## config.mk

```make
export PLATFORM = sky130hd
export DESIGN_NAME = bullet_pool_flat
export DESIGN_NICKNAME = d
export VERILOG_FILES = /design/src/rtl/bullet_pkg.sv /design/src/rtl/bullet_pool_if.sv /design/src/rtl/bullet_slot_alloc.sv /design/src/rtl/bullet_pool.sv /design/src/flat_wrapper.sv
export SDC_FILE = /design/constraint.sdc
export NUM_CORES = 2
export LEC_CHECK = 0
export ABC_AREA = 1
export BUFFER_PORTS_ARGS = -buffer_cell sky130_fd_sc_hd__buf_2
export CORE_AREA = 2 2 325 327
export CTS_BUF_LIST = sky130_fd_sc_hd__clkbuf_4 sky130_fd_sc_hd__clkbuf_8 sky130_fd_sc_hd__clkbuf_16
export DETAILED_ROUTE_END_ITERATION = 8
export DIE_AREA = 0 0 327 329
export PLACE_DENSITY = 0.66
export SLEW_MARGIN = 5
export SYNTH_ARGS = -nofsm -noshare
export SYNTH_HDL_FRONTEND = slang
export SYNTH_SLANG_ARGS = --single-unit
```

## constraint.sdc

```tcl
create_clock -name clock -period 7.65 [get_ports clock]
set_input_delay 1.53 -clock clock [delete_from_list [all_inputs] [get_ports clock]]
set_output_delay 1.53 -clock clock [all_outputs]
set_load 0.02 [all_outputs]
```

## src/rtl/bullet_pkg.sv

```systemverilog
// bullet_pkg: shared definitions for the bullet pool.
//   - default geometry (slot count, x/y widths)
//   - slot width SW and field offsets ACTIVE_BIT / X_LSB / Y_LSB for the defaults
//   - width-generic offset helpers for parameterised instances
//   - slot_t struct plus pack/unpack/make helpers for default-width slots
// Slot layout, MSB to LSB: {active, x, y}.
package bullet_pkg;

    localparam int DEF_NUM_BULLETS = 32;
    localparam int DEF_X_WIDTH     = 12;
    localparam int DEF_Y_WIDTH     = 11;

    localparam int SW         = 1 + DEF_X_WIDTH + DEF_Y_WIDTH;
    localparam int ACTIVE_BIT = SW - 1;
    localparam int X_LSB      = DEF_Y_WIDTH;
    localparam int Y_LSB      = 0;

    // Offset helpers for instances whose widths differ from the defaults.
    function automatic int slot_width(input int xw, input int yw);
        return 1 + xw + yw;
    endfunction

    function automatic int active_bit(input int xw, input int yw);
        return xw + yw;
    endfunction

    function automatic int x_lsb(input int yw);
        return yw;
    endfunction

    typedef struct packed {
        logic                   active;
        logic [DEF_X_WIDTH-1:0] x;
        logic [DEF_Y_WIDTH-1:0] y;
    } slot_t;

    function automatic logic [SW-1:0] pack_slot(input slot_t s);
        return s;
    endfunction

    function automatic slot_t unpack_slot(input logic [SW-1:0] bits);
        return slot_t'(bits);
    endfunction

    function automatic slot_t make_slot(input logic [DEF_X_WIDTH-1:0] x,
                                        input logic [DEF_Y_WIDTH-1:0] y);
        slot_t s;
        s.active = 1'b1;
        s.x      = x;
        s.y      = y;
        return s;
    endfunction

endpackage

```

## src/rtl/bullet_pool_if.sv

```systemverilog
// bullet_pool_if: spawn request channel into the bullet pool.
//   spawn_valid  request to launch a bullet this cycle
//   spawn_x/y    launch position
//   spawn_ready  pool has at least one free slot (combinational from pool state)
//   spawn_drop   spawn_valid while spawn_ready=0
// Handshake: a spawn is accepted on a rising edge where spawn_valid and
// spawn_ready are both high. spawn_ready does not depend on spawn_valid.
// A request seen while spawn_ready=0 is discarded (flagged by spawn_drop),
// not held; the requester re-asserts if it still wants the bullet.
interface bullet_pool_if #(
    parameter int X_WIDTH = 12,
    parameter int Y_WIDTH = 11
);
    logic               spawn_valid;
    logic [X_WIDTH-1:0] spawn_x;
    logic [Y_WIDTH-1:0] spawn_y;
    logic               spawn_ready;
    logic               spawn_drop;

    modport master (
        output spawn_valid, spawn_x, spawn_y,
        input  spawn_ready, spawn_drop
    );

    modport slave (
        input  spawn_valid, spawn_x, spawn_y,
        output spawn_ready, spawn_drop
    );
endinterface

```

## src/rtl/bullet_slot_alloc.sv

```systemverilog
// bullet_slot_alloc: lowest-index priority encoder for free slots.
//   inactive  in   one bit per slot, 1 = slot free
//   grant     out  one-hot, lowest-index free slot (all zero if none)
//   any_free  out  at least one slot is free
module bullet_slot_alloc #(
    parameter int N = 32
) (
    input  logic [N-1:0] inactive,
    output logic [N-1:0] grant,
    output logic         any_free
);
    logic found;

    always_comb begin
        grant = '0;
        found = 1'b0;
        for (int k = 0; k < N; k++) begin
            if (inactive[k] && !found) begin
                grant[k] = 1'b1;
                found    = 1'b1;
            end
        end
    end

    assign any_free = |inactive;
endmodule

```

## src/rtl/bullet_pool.sv

```systemverilog
// bullet_pool: fixed pool of bullet slots that spawn, move on a periodic
// tick, retire when leaving the screen and can be killed by hit logic.
//   clock         system clock, all state on rising edge
//   reset         synchronous, active-high
//   spawn         bullet_pool_if.slave spawn channel
//   kill_mask     bit k clears slot k at next edge
//   bullets       packed slots, slot k at [k*SW +: SW], {active, x, y}
//   active_count  popcount of active bits
//   tick          registered one-cycle movement pulse every TICK_DIV cycles
module bullet_pool
    import bullet_pkg::*;
#(
    parameter int NUM_BULLETS = 32,
    parameter int X_WIDTH     = 12,
    parameter int Y_WIDTH     = 11,
    parameter int SPEED       = 2,
    parameter int TICK_DIV    = 524288,
    parameter int DIR_UP      = 1,
    parameter int Y_MAX       = 767
) (
    input  logic                                        clock,
    input  logic                                        reset,
    bullet_pool_if.slave                                spawn,
    input  logic [NUM_BULLETS-1:0]                      kill_mask,
    output logic [NUM_BULLETS*(1+X_WIDTH+Y_WIDTH)-1:0]  bullets,
    output logic [$clog2(NUM_BULLETS+1)-1:0]            active_count,
    output logic                                        tick
);
    localparam int SWL   = slot_width(X_WIDTH, Y_WIDTH);
    localparam int AB    = active_bit(X_WIDTH, Y_WIDTH);
    localparam int CW    = $clog2(NUM_BULLETS + 1);
    localparam int TCW   = (TICK_DIV > 1) ? $clog2(TICK_DIV) : 1;

    // y arithmetic runs one bit wider so overflow past Y_MAX is visible.
    localparam logic [Y_WIDTH:0]  SPEED_W = (Y_WIDTH+1)'(SPEED);
    localparam logic [Y_WIDTH:0]  YMAX_W  = (Y_WIDTH+1)'(Y_MAX);
    localparam logic [TCW-1:0]    TC_LAST = TCW'(TICK_DIV - 1);

    logic [NUM_BULLETS*SWL-1:0] slots_q;
    logic [NUM_BULLETS*SWL-1:0] slots_d;
    logic [NUM_BULLETS-1:0]     active;
    logic [NUM_BULLETS-1:0]     grant;
    logic                       any_free;
    logic                       spawn_fire;
    logic [TCW-1:0]             tick_cnt;

    // ---------------- tick generator ----------------
    always_ff @(posedge clock) begin
        if (reset) begin
            tick_cnt <= '0;
            tick     <= 1'b0;
        end else if (tick_cnt == TC_LAST) begin
            tick_cnt <= '0;
            tick     <= 1'b1;
        end else begin
            tick_cnt <= tick_cnt + 1'b1;
            tick     <= 1'b0;
        end
    end

    // ---------------- allocation ----------------
    always_comb begin
        active = '0;
        for (int k = 0; k < NUM_BULLETS; k++) begin
            active[k] = slots_q[k*SWL + AB];
        end
    end

    bullet_slot_alloc #(.N(NUM_BULLETS)) u_alloc (
        .inactive (~active),
        .grant    (grant),
        .any_free (any_free)
    );

    assign spawn.spawn_ready = any_free;
    assign spawn.spawn_drop  = spawn.spawn_valid & ~any_free;
    assign spawn_fire        = spawn.spawn_valid & any_free;

    // ---------------- slot next state ----------------
    // Priority per slot: spawn into a free slot, then kill, then movement.
    // A spawn only targets an inactive slot, so kill on that slot is moot and
    // the fresh bullet never moves on its load edge. Slots freed this cycle
    // are still active in slots_q, so they cannot be granted until next cycle.
    always_comb begin
        logic [SWL-1:0]   cur;
        logic [SWL-1:0]   nxt;
        logic [Y_WIDTH:0] y_ext;
        logic [Y_WIDTH:0] y_new;
        slots_d = '0;
        for (int k = 0; k < NUM_BULLETS; k++) begin
            cur   = slots_q[k*SWL +: SWL];
            nxt   = cur;
            y_ext = {1'b0, cur[Y_WIDTH-1:0]};
            y_new = '0;
            if (spawn_fire && grant[k]) begin
                nxt = {1'b1, spawn.spawn_x, spawn.spawn_y};
            end else if (!cur[AB] || kill_mask[k]) begin
                nxt = '0;
            end else if (tick) begin
                if (DIR_UP != 0) begin
                    if (y_ext < SPEED_W) begin
                        nxt = '0;
                    end else begin
                        y_new = y_ext - SPEED_W;
                        nxt[Y_WIDTH-1:0] = y_new[Y_WIDTH-1:0];
                    end
                end else begin
                    y_new = y_ext + SPEED_W;
                    if (y_new > YMAX_W) begin
                        nxt = '0;
                    end else begin
                        nxt[Y_WIDTH-1:0] = y_new[Y_WIDTH-1:0];
                    end
                end
            end
            slots_d[k*SWL +: SWL] = nxt;
        end
    end

    always_ff @(posedge clock) begin
        if (reset) begin
            slots_q <= '0;
        end else begin
            slots_q <= slots_d;
        end
    end

    assign bullets = slots_q;

    // ---------------- active count ----------------
    always_comb begin
        active_count = '0;
        for (int k = 0; k < NUM_BULLETS; k++) begin
            active_count = active_count + CW'(active[k]);
        end
    end
endmodule

```

## src/flat_wrapper.sv

```systemverilog
// flat-port wrapper written by rule: the top's interface ports become plain ports
module bullet_pool_flat import bullet_pkg::*;
#(
    parameter int NUM_BULLETS = 32,
    parameter int X_WIDTH     = 12,
    parameter int Y_WIDTH     = 11,
    parameter int SPEED       = 2,
    parameter int TICK_DIV    = 524288,
    parameter int DIR_UP      = 1,
    parameter int Y_MAX       = 767
)
  (clock, reset, kill_mask, bullets, active_count, tick, spawn_spawn_valid, spawn_spawn_x, spawn_spawn_y, spawn_spawn_ready, spawn_spawn_drop);
  bullet_pool_if #(.X_WIDTH(X_WIDTH), .Y_WIDTH(Y_WIDTH)) spawn_i ();
  input  logic clock;
  input  logic reset;
  input  logic [NUM_BULLETS-1:0] kill_mask;
  output logic [NUM_BULLETS*(1+X_WIDTH+Y_WIDTH)-1:0] bullets;
  output logic [$clog2(NUM_BULLETS+1)-1:0] active_count;
  output logic tick;
  input wire logic [$bits(spawn_i.spawn_valid)-1:0] spawn_spawn_valid;
  input wire logic [$bits(spawn_i.spawn_x)-1:0] spawn_spawn_x;
  input wire logic [$bits(spawn_i.spawn_y)-1:0] spawn_spawn_y;
  output wire logic [$bits(spawn_i.spawn_ready)-1:0] spawn_spawn_ready;
  output wire logic [$bits(spawn_i.spawn_drop)-1:0] spawn_spawn_drop;
  assign spawn_i.spawn_valid = spawn_spawn_valid;
  assign spawn_i.spawn_x = spawn_spawn_x;
  assign spawn_i.spawn_y = spawn_spawn_y;
  assign spawn_spawn_ready = spawn_i.spawn_ready;
  assign spawn_spawn_drop = spawn_i.spawn_drop;
  bullet_pool #(.NUM_BULLETS(NUM_BULLETS), .X_WIDTH(X_WIDTH), .Y_WIDTH(Y_WIDTH), .SPEED(SPEED), .TICK_DIV(TICK_DIV), .DIR_UP(DIR_UP), .Y_MAX(Y_MAX)) u_core (.clock(clock), .reset(reset), .spawn(spawn_i), .kill_mask(kill_mask), .bullets(bullets), .active_count(active_count), .tick(tick));
endmodule
```

==> results.txt <==
* Total number of clock tree sinks: 788
- The clock tree synthesis step divided the H-tree into 3 levels.
- At the end of routability-driven placement, the weighted congestion stood at 0.919.
- Share of the core filled with cells in the final layout: 44.1%
- Area enclosed by the die boundary: 108,000 µm²
- The final layout contains routed wiring with a total length of 168,000 µm.
- Fraction of registers with async set/reset: 0%
- STA puts the critical path data arrival time at 5920 ps.
- The worst pin sits at a relative slew slack of 10.3%.
- Routed wirelength normalized by instance count: 22.3 µm
* Final net count: 6,192
- Clock tree from TritonCTS: yes
- GRT Overall Usage: 29.6%
* Most used flip-flop cell after synthesis: sky130_fd_sc_hd__dfxtp_1
* Maximum clock frequency: 0.134 GHz
- Worst setup endpoint: active_count[4]
* Sequential cell area fraction in the yosys report: 41.9%
- In this run the worst path has a maximum fanout of 4.
* Placeable core region: 104,000 µm²
* Category of the critical setup timing path: reg2out
* Cell variety after synth: 51
- Once layout is complete, the cells apart from fillers number 7,539.
* Total via count after detailed routing: 40,500
- Source-to-sink clock delay at the later pin of the worst-skew pair: 690 ps
- The number of pins exceeding their max-slew limit in the final report is 0.
* Port Buf Inserts: 834
- Clock Tree Buf Depth: 3
* Synth Cell Area: 37,600 µm²
- The largest single stage delay on the critical path is 540 ps.
- Number of warnings printed during yosys synthesis: 0
* Cell count after placement: 7,365
- Cell breakdown of the critical path: inv_1, ha_1, fa_1, fa_1, fa_1, fa_1, fa_1, fa_1, inv_1, fa_2, fa_1, a21oi_1, nor2_1, nor2_2, xnor2_2, buf_6
- Vias in the first global route: 36,600
* Wire length of the first global-routing pass: 241,000 µm
- Run status: complete, no violations
- Number of nets with antenna violations after detailed routing: 0
- The clock period could shrink to 7450 ps.
* GR Overflow Total: 0
- Cell occurring most often along the worst timing path: sky130_fd_sc_hd__fa_1
* Drt first-iter violations: 3,857
- Clk slew on worst S/H paths: 60 ps
- Maximum Capacitance Violations: 0
- Post-DR vias/cell: 5.38
* Largest net degree at the start of global routing: 153
* Sort of element at the end of the critical path: primary output
* Final worst path period share: 97.4%
* Worst clock skew on the final layout: 24.1 ps
* Static leakage power: 19.8 nW
- Number of antenna violations at the first check in global routing: 8
* Reg-to-Reg End: u_core.bullets[696]
* CP max-delay cell: sky130_fd_sc_hd__fa_1
* Number of enable flip-flop cells after synthesis: 0
* I/O pins: 835
- The worst hold path belongs to the class reg2reg.
- Post-detailed-placement half-perimeter wirelength: 112,000 µm
- Cells with a size suffix above 1 make up 18.8% of the layout.
* Clock buffer count from CTS: 91
* Origin of the critical flop-to-flop path: u_core.bullets[383]
- Crit start category: flop
- Master cell of the clock root buffer: sky130_fd_sc_hd__clkbuf_16
* Number of standard cells after synthesis: 5,408
- Endpoint required time on the critical path: 6120 ps
* Area added between synthesis and finish: 22.2%
* DRC violation count after routing: 0
- After clock tree synthesis, the flow added hold-fix buffers numbering 0.
- Total power density per cell area: 202 nW/µm²
- Post-synthesis area per instance: 6.96 µm²
* Starting density of the core: 36.1%
- Launching element of the worst setup path: u_core.bullets[47]
- In this run the register-to-register setup slack is 3850 ps.
- Die boundary width: 327 µm
- Iteration count of the initial detailed-routing pass: 6
- Synthesized net count: 5,533
* Number of rows created at floorplan: 119
* Die Y-Extent: 329 µm
* Worst r2r path cells: 10
* Number of failing setup endpoints in the final timing report: 0
* Post-synthesis register bit count: 788
- Largest vdd supply drop: 0.000173 V
- At the pin with the least slew margin, the transition time is 1340 ps.
- The final-report hold violation count was 0.
- After filler insertion, the fill cell instance count of the layout stands at 10,700.
-- how the worst min path moves through the flow --
stage / from / end / cells after the start
final: u_core.tick_cnt[0] / u_core.tick_cnt[0] / 1
after detailed placement: u_core.tick_cnt[0] / u_core.tick_cnt[0] / 1
after global placement: u_core.tick_cnt[0] / u_core.tick_cnt[0] / 1
after CTS: u_core.tick_cnt[0] / u_core.tick_cnt[0] / 1
after global routing: u_core.bullets[552] / u_core.bullets[552] / 2
after floorplan: u_core.tick_cnt[0] / u_core.tick_cnt[0] / 1
-- sequential cells by signal, indices dropped and copies added, names as in the netlist --
register         count
u_core.bullets     768
u_core.tick_cnt     19
u_core.tick          1
-- stage by stage --
step	worst slack, ps	total power [mW]	setup TNS, ps	area, µm²	hold slack, ps
after global routing	-4.21	9.53	-4.21	46000	477
after CTS	16.6	9.33	0	46000	444
after global placement	658	4.65	0	42800	424
after floorplan	1050	4.45	0	37600	413
final	196	9.29	0	46000	443
after detailed placement	640	4.66	0	42800	438
-- layout by cell type (no fill, tap or decap), drive strengths merged, types with 3 or more instances in the layout --
cell      synthesis  layout
bufinv            0       9
a21oi           781     781
o21a             12      12
clkinv            7      29
o21ai           333     333
o221ai            3       3
nand2          1418    1418
ha               43      43
o2111ai          12      12
o211ai           26      26
xor2             90      90
nor3b             6       6
nand4           130     130
nand3           191     191
a22oi             4       4
nand3b           21      21
fa               24      24
inv             464     470
or2              32      32
buf             137     890
a31oi            68      68
nor2            444     444
xnor2            25      25
diode             0       6
nor3             95      95
dfxtp           788     788
a31o              5       5
o31ai            18      18
clkinvlp          0       6
clkbuf          187     125
nor4             31      31
-- final cells by class --
type,count,area (µm²),area share (%)
clock inverter,43,551,1.20
multi-input combinational,3825,18800,41.0
sequential,788,15800,34.3
tap,1391,1740,3.78
inverter,471,1770,3.85
timing repair buffer,890,4640,10.1
clock buffer,125,2660,5.78
antenna,6,15.0,0.0326
-- cell families (layout without fill, tap and decap cells) --
group / count (synthesis) / count (layout) / share of synthesized area (%)
and+or+nand+nor: 2374 / 2374 / 26.7
adders and majority gates: 67 / 67 / 2.71
xor gates and xnor gates: 115 / 115 / 2.68
buffers and inverters: 795 / 1529 / 8.26
DFF: 788 / 788 / 41.9
other: 0 / 6 / 0
AOI/OAI and AO/OA: 1269 / 1269 / 17.7
-- timing repair --
item,CTS,global route
buffers inserted,0,0
pin swaps,2,0
gates resized for setup,4,3
setup endpoints to repair,1,1
-- where the power goes --
| part | switching (mW) | internal, mW |
|---|---|---|
| sequential | 0.0133 | 4.12 |
| combinational | 0.363 | 0.0812 |
| clock | 1.95 | 2.76 |
| total | 2.33 | 6.96 |
-- worst max-delay path: cells and delay by family (launching register included) --
kind / cells / cell delay [ps]
buffers and inverters: 3 / 290
adder cells (fa/ha/maj): 9 / 4040
XOR/XNOR: 1 / 200
AND/OR/NAND/NOR: 2 / 220
flip-flops: 1 / 350
AO/OA/AOI/OAI: 1 / 150
-- cells in the mapped netlist (2+ instances only) --
library cell,count,share of area (%)
sky130_fd_sc_hd__nor4_1,31,0.52
sky130_fd_sc_hd__o31ai_1,18,0.36
sky130_fd_sc_hd__nand3_2,3,0.080
sky130_fd_sc_hd__clkinv_1,7,0.070
sky130_fd_sc_hd__nand3b_1,21,0.42
sky130_fd_sc_hd__o21ai_1,2,0.027
sky130_fd_sc_hd__buf_2,63,0.84
sky130_fd_sc_hd__nand3_1,188,2.5
sky130_fd_sc_hd__nand2_2,4,0.066
sky130_fd_sc_hd__a31oi_1,68,1.1
sky130_fd_sc_hd__nor3b_1,6,0.12
sky130_fd_sc_hd__a21oi_1,781,10
sky130_fd_sc_hd__nor3_1,86,1.1
sky130_fd_sc_hd__inv_1,455,4.5
sky130_fd_sc_hd__nor3_4,4,0.17
sky130_fd_sc_hd__o21a_1,12,0.24
sky130_fd_sc_hd__or3_1,2,0.033
sky130_fd_sc_hd__o211ai_1,26,0.52
sky130_fd_sc_hd__nor3_2,5,0.13
sky130_fd_sc_hd__nor2_1,431,4.3
sky130_fd_sc_hd__nor2_2,7,0.12
sky130_fd_sc_hd__clkbuf_1,187,1.9
sky130_fd_sc_hd__ha_1,43,1.4
sky130_fd_sc_hd__o221ai_1,3,0.070
sky130_fd_sc_hd__dfxtp_1,788,42
sky130_fd_sc_hd__nor2_4,6,0.18
sky130_fd_sc_hd__xor2_1,90,2.1
sky130_fd_sc_hd__buf_6,2,0.060
sky130_fd_sc_hd__a22oi_1,4,0.080
sky130_fd_sc_hd__buf_4,8,0.16
sky130_fd_sc_hd__o21ai_0,331,4.4
sky130_fd_sc_hd__a31o_2,5,0.12
sky130_fd_sc_hd__nand2_1,1414,14
sky130_fd_sc_hd__o2111ai_1,12,0.28
sky130_fd_sc_hd__inv_2,9,0.090
sky130_fd_sc_hd__or2_2,31,0.52
sky130_fd_sc_hd__nand4_2,2,0.066
sky130_fd_sc_hd__fa_1,24,1.3
sky130_fd_sc_hd__xnor2_1,25,0.58
sky130_fd_sc_hd__and3_1,2,0.033
sky130_fd_sc_hd__buf_1,64,0.64
sky130_fd_sc_hd__nand4_1,127,2.1
sky130_fd_sc_hd__and2_1,2,0.033
sky130_fd_sc_hd__a21o_1,2,0.040
-- metal layers --
layer / wire length [µm] / GRT usage, % / vias up
met5: 27 / 0 / -
met4: 9960 / 16.4 / 4
met3: 15600 / 6.49 / 417
met2: 75100 / 47.1 / 1918
met1: 67500 / 37.4 / 19100
li1: - / - / 19100
Note: power is estimated with default switching activity, not from simulation.
